## src/rtl/adder_pkg.sv

```systemverilog
// Shared definitions for the pipelined adder and the ALU status register.
// Flag bit positions and the 4-bit flags word are common to both.
package adder_pkg;

  localparam int unsigned FLAG_C = 0;
  localparam int unsigned FLAG_V = 1;
  localparam int unsigned FLAG_Z = 2;
  localparam int unsigned FLAG_N = 3;
  localparam int unsigned NUM_FLAGS = 4;

  typedef logic [NUM_FLAGS-1:0] flags_t;

  function automatic flags_t pack_flags(input logic c, input logic v, input logic z,
                                        input logic n);
    flags_t f;
    f = '0;
    f[FLAG_C] = c;
    f[FLAG_V] = v;
    f[FLAG_Z] = z;
    f[FLAG_N] = n;
    return f;
  endfunction

endpackage

```

## src/rtl/adder_chunk.sv

```systemverilog
// Combinational WIDTH-bit adder slice used once per pipeline stage.
// Also reports the carry into its MSB so the top slice can form signed overflow.
module adder_chunk
  import adder_pkg::*;
#(
  parameter int unsigned WIDTH = 8
) (
  input  logic [WIDTH-1:0] a,
  input  logic [WIDTH-1:0] b,
  input  logic             cin,
  output logic [WIDTH-1:0] sum,
  output logic             cout,
  output logic             c_msb
);

  logic [WIDTH:0] total;

  always_comb begin
    total = {1'b0, a} + {1'b0, b} + {{WIDTH{1'b0}}, cin};
    sum   = total[WIDTH-1:0];
    cout  = total[WIDTH];
    // sum bit = a ^ b ^ carry-in, so the carry into the MSB falls out directly.
    c_msb = a[WIDTH-1] ^ b[WIDTH-1] ^ total[WIDTH-1];
  end

endmodule

```

## src/rtl/adder_pipe.sv

```systemverilog
// Pipelined add/subtract unit: one carry chunk per stage, valid/ready handshake with
// a single global advance, status flags formed in the final stage.
module adder_pipe
  import adder_pkg::*;
#(
  parameter int unsigned WIDTH  = 32,
  parameter int unsigned STAGES = 4
) (
  input  logic             clk,
  input  logic             reset,
  input  logic             in_valid,
  output logic             in_ready,
  input  logic [WIDTH-1:0] a,
  input  logic [WIDTH-1:0] b,
  input  logic             cin,
  input  logic             sub,
  output logic             out_valid,
  input  logic             out_ready,
  output logic [WIDTH-1:0] sum,
  output logic             cout,
  output logic             overflow,
  output logic             zero,
  output logic             negative
);

  localparam int unsigned CHUNK = WIDTH / STAGES;

  logic             adv;
  logic             valid_q [STAGES];
  // acc_q holds finished sum chunks below the stage index and raw A chunks above it.
  logic [WIDTH-1:0] acc_q   [STAGES];
  logic [WIDTH-1:0] b_q     [STAGES];
  logic             carry_q [STAGES];
  logic             c_msb   [STAGES];
  flags_t           flags_q;

  assign adv      = !out_valid || out_ready;
  assign in_ready = adv;

  for (genvar k = 0; k < STAGES; k++) begin : g_stage
    logic [WIDTH-1:0] acc_in;
    logic [WIDTH-1:0] b_in;
    logic             carry_in;
    logic             valid_in;
    logic [WIDTH-1:0] acc_d;
    logic [CHUNK-1:0] chunk_sum;
    logic             chunk_cout;

    if (k == 0) begin : g_first
      // Subtraction as A + ~B + ~borrow.
      assign acc_in   = a;
      assign b_in     = sub ? ~b : b;
      assign carry_in = sub ? ~cin : cin;
      assign valid_in = in_valid;
    end else begin : g_rest
      assign acc_in   = acc_q[k-1];
      assign b_in     = b_q[k-1];
      assign carry_in = carry_q[k-1];
      assign valid_in = valid_q[k-1];
    end

    adder_chunk #(
      .WIDTH(CHUNK)
    ) u_chunk (
      .a    (acc_in[k*CHUNK +: CHUNK]),
      .b    (b_in[k*CHUNK +: CHUNK]),
      .cin  (carry_in),
      .sum  (chunk_sum),
      .cout (chunk_cout),
      .c_msb(c_msb[k])
    );

    always_comb begin
      acc_d                    = acc_in;
      acc_d[k*CHUNK +: CHUNK]  = chunk_sum;
    end

    always_ff @(posedge clk) begin
      if (reset) begin
        valid_q[k] <= 1'b0;
        acc_q[k]   <= '0;
        b_q[k]     <= '0;
        carry_q[k] <= 1'b0;
      end else if (adv) begin
        valid_q[k] <= valid_in;
        acc_q[k]   <= acc_d;
        b_q[k]     <= b_in;
        carry_q[k] <= chunk_cout;
      end
    end

    if (k == STAGES - 1) begin : g_flags
      always_ff @(posedge clk) begin
        if (reset) begin
          flags_q <= '0;
        end else if (adv) begin
          flags_q <= pack_flags(chunk_cout, c_msb[k] ^ chunk_cout, acc_d == '0,
                                acc_d[WIDTH-1]);
        end
      end
    end
  end

  assign out_valid = valid_q[STAGES-1];
  assign sum       = acc_q[STAGES-1];
  assign cout      = flags_q[FLAG_C];
  assign overflow  = flags_q[FLAG_V];
  assign zero      = flags_q[FLAG_Z];
  assign negative  = flags_q[FLAG_N];

endmodule
```

## config.mk

```make
export PLATFORM = sky130hd
export DESIGN_NAME = adder_pipe
export DESIGN_NICKNAME = d
export VERILOG_FILES = /design/src/rtl/adder_pkg.sv /design/src/rtl/adder_chunk.sv /design/src/rtl/adder_pipe.sv
export SDC_FILE = /design/constraint.sdc
export NUM_CORES = 1
export LEC_CHECK = 0
export ABC_AREA = 1
export CAP_MARGIN = 20
export CORE_ASPECT_RATIO = 1.75
export CORE_MARGIN = 3
export CORE_UTILIZATION = 40
export DETAILED_ROUTE_END_ITERATION = 8
export PLACE_DENSITY_LB_ADDON = 0.3
export SLEW_MARGIN = 5
export SYNTH_ARGS = -nofsm -noshare
export SYNTH_HDL_FRONTEND = slang
export SYNTH_SLANG_ARGS = --single-unit
```

## constraint.sdc

```tcl
create_clock -name clk -period 18.9 [get_ports clk]
set_clock_uncertainty 0.15 [all_clocks]
set_input_delay 5.67 -clock clk [delete_from_list [all_inputs] [get_ports clk]]
set_output_delay 5.67 -clock clk [all_outputs]
set_load 0.05 [all_outputs]
```

==> out/qor.yml <==
critPathKind: "in -> out"
nets: 1020
cts.sinks: 187
synth_ff_type: "edfxtp_1"
synth-seq-area-share: 0.615
dp_slack_ns: 6.02
critical_path.most_common_cell: "clkdlybuf4s50_1"
ant_nets: 0
syn_area_per_cell_um2: 11.2
cp_data_arrival_time_ns: 7.05
root_buffer: "clkbuf_16"
cts_buffers: 17
path_max_fanout: 4
syn_inst: 808
firstDrtPassIters: 4
r2r_cells: 6
setup_ws_ns: 6.03
ys_ff_latch: 187
ctsResizeCount: 0
worstSetupEndpointType: "primary output"
ys_types: 31
cts_hold_buf: 0
ys_warn_count: 0
slowest_stage: "clkdlybuf4s50_1"
p_per_area_nw_per_um2: 92.0
synthArstFlopShare: 0
hold_path_class: "reg -> reg"
final.fill_count: 2051
fp-row-count: 72
clk_pin_slew_ns: 0.07
setup_viol: 0
hold_viol: 0
max_slew_margin: 0.347
final.min_clock_period_ns: 12.87
cap_viol_max_count: 0
gr-usage-all-layers: 0.118
cts.htree.levels: 4
grt_start_max_net_pins: 109
syn_area_um2: 9070
avgViaCountPerCell: 4.30
port_buffers: 107
vias: 5262
start_util: 0.409
synth-edff-count: 183
critPathRequiredTime_ns: 13.08
drive_gt1_frac: 0.160
leakagePower_nw: 4.56
grt_pass1_vias: 4946
max_freq_ghz: 0.0777
postRouteWirelength_um: 13700
remaining_drc_errors: 0
max_stage_delay_ns: 0.80
slew_viol_final: 0
diodes: 0
synth_nets: 914
core_um2: 22200
boundaryPins: 108
start_kind: "primary input"
path_cells: "clkdlybuf4s50_1 > inv_2 > nand2_4 > clkdlybuf4s50_1"
fin_util: 0.492
chipHeight_um: 205
cts_tree: "yes"
worst_slew_pin_slew_ns: 0.979
status: "finished clean"
avgRoutedWirePerCell_um: 11.2
grt_pass1_wl_um: 22900
fp.dieW_um: 120
rsz0062_at_grt: "false"
first_iter_violations: 368
cts_setup_buffers: 0
gp_congestion: 0.818
hpwl_um: 9420
fin_setup_tns_ns: 0
ir_worst_vdd_v: 0.0000590
synthToLayoutAreaGrowth_pct: 20.3
cts_buffer_depth: 2
dieArea_um2: 24600
period_share: 0.681
clock_latency_ns: 0.43
min_delay_path_depth: 2
overflow: 0
antenna_found_initial: 0
## cells in the mapped netlist (all sizes together) (4+ instances only)
| cell | n | share of area |
|---|---|---|
| fa | 8 | 0.018 |
| xnor2 | 28 | 0.027 |
| xor2 | 6 | 0.0058 |
| nor3 | 6 | 0.0033 |
| buf | 23 | 0.027 |
| a21oi | 35 | 0.020 |
| inv | 174 | 0.072 |
| ha | 28 | 0.039 |
| nand3 | 21 | 0.012 |
| o21ai | 22 | 0.012 |
| o21bai | 5 | 0.0041 |
| nand2 | 66 | 0.029 |
| nor2 | 185 | 0.11 |
| a31oi | 6 | 0.0041 |
| edfxtp | 183 | 0.61 |
| dfxtp | 4 | 0.0088 |
## worst paths after layout
path | from | end | slack (ns)
worst max-delay path | out_ready | in_ready | 6.03
worst min-delay path | flags_q[1] | flags_q[1] | 0.31
worst max register to register | valid_q[3] | acc_q[2][23] | 16.06
worst min register to register | flags_q[1] | flags_q[1] | 0.31
## stage by stage
step / total power, mW / hold WS, ns / cell area [um^2] / cells
final: 1.00 / 0.308 / 10900 / 1223
after global routing: 1.05 / 0.326 / 10900 / 1223
after CTS: 1.02 / 0.311 / 10900 / 1223
after detailed placement: 0.645 / 0.297 / 10300 / 1191
after global placement: 0.642 / 0.291 / 10300 / 1191
after floorplan: 0.606 / 0.369 / 9070 / 808
## metal layers
metal | share of wire | GRT usage
met1 | 0.41 | 0.132
met5 | 0 | 0
met2 | 0.53 | 0.209
met3 | 0.036 | 0.0256
met4 | 0.028 | 0.0602
## critical path, delay by kind of cell
family | cells | cell delay [ns]
buf+inv | 3 | 1.32
simple gates | 1 | 0.06
## report_power, final
| group | switching, mW | leakage [nW] | internal (mW) | total (mW) |
|---|---|---|---|---|
| Combinational | 0.0794 | 2.05 | 0.0541 | 0.133 |
| Sequential | 0.00989 | 2.20 | 0.490 | 0.500 |
| Clock | 0.167 | 0.305 | 0.203 | 0.370 |
## state kept, by name, summed over array words and instances (netlist names)
register  flops
acc_q       128
b_q          48
flags_q       4
valid_q       4
carry_q       3
## layout by cell type (no fill, tap or decap), types with 2 or more instances in the layout
master / n
edfxtp_1: 183
inv_1: 170
clkdlybuf4s50_1: 106
nor2_2: 101
nor2_1: 83
nand2_1: 63
a21oi_1: 33
xnor2_1: 28
ha_1: 28
o21ai_0: 21
nand3_1: 20
clkbuf_16: 17
inv_6: 8
fa_1: 8
xor2_1: 6
nor3_1: 6
a31oi_1: 6
inv_8: 6
o21bai_1: 5
dfxtp_1: 4
nand4_1: 3
buf_4: 3
inv_2: 2
a21oi_2: 2
nand2_2: 2
nand3b_1: 2
bufinv_16: 2
## final cells by class
| type | count | area [um^2] | share of cell area |
|---|---|---|---|
| flip-flops and latches | 187 | 5580 | 0.511 |
| multi-input cells | 424 | 2600 | 0.238 |
| repair buffers | 110 | 1090 | 0.0998 |
| inverters | 174 | 663 | 0.0608 |
| clock buffers | 17 | 425 | 0.0390 |
| well taps | 296 | 370 | 0.0339 |
| clock inverters | 15 | 189 | 0.0173 |
## cell families (layout without fill, tap and decap cells)
family          after synthesis  after routing  synth area share
simple gates                284            284             0.155
compound gates               70             70            0.0424
buf+inv                     197            316            0.0989
flops                       187            187             0.615
fa+ha+maj                    36             36            0.0563
xor+xnor                     34             34            0.0328
Power figures use the tool's default switching activity.
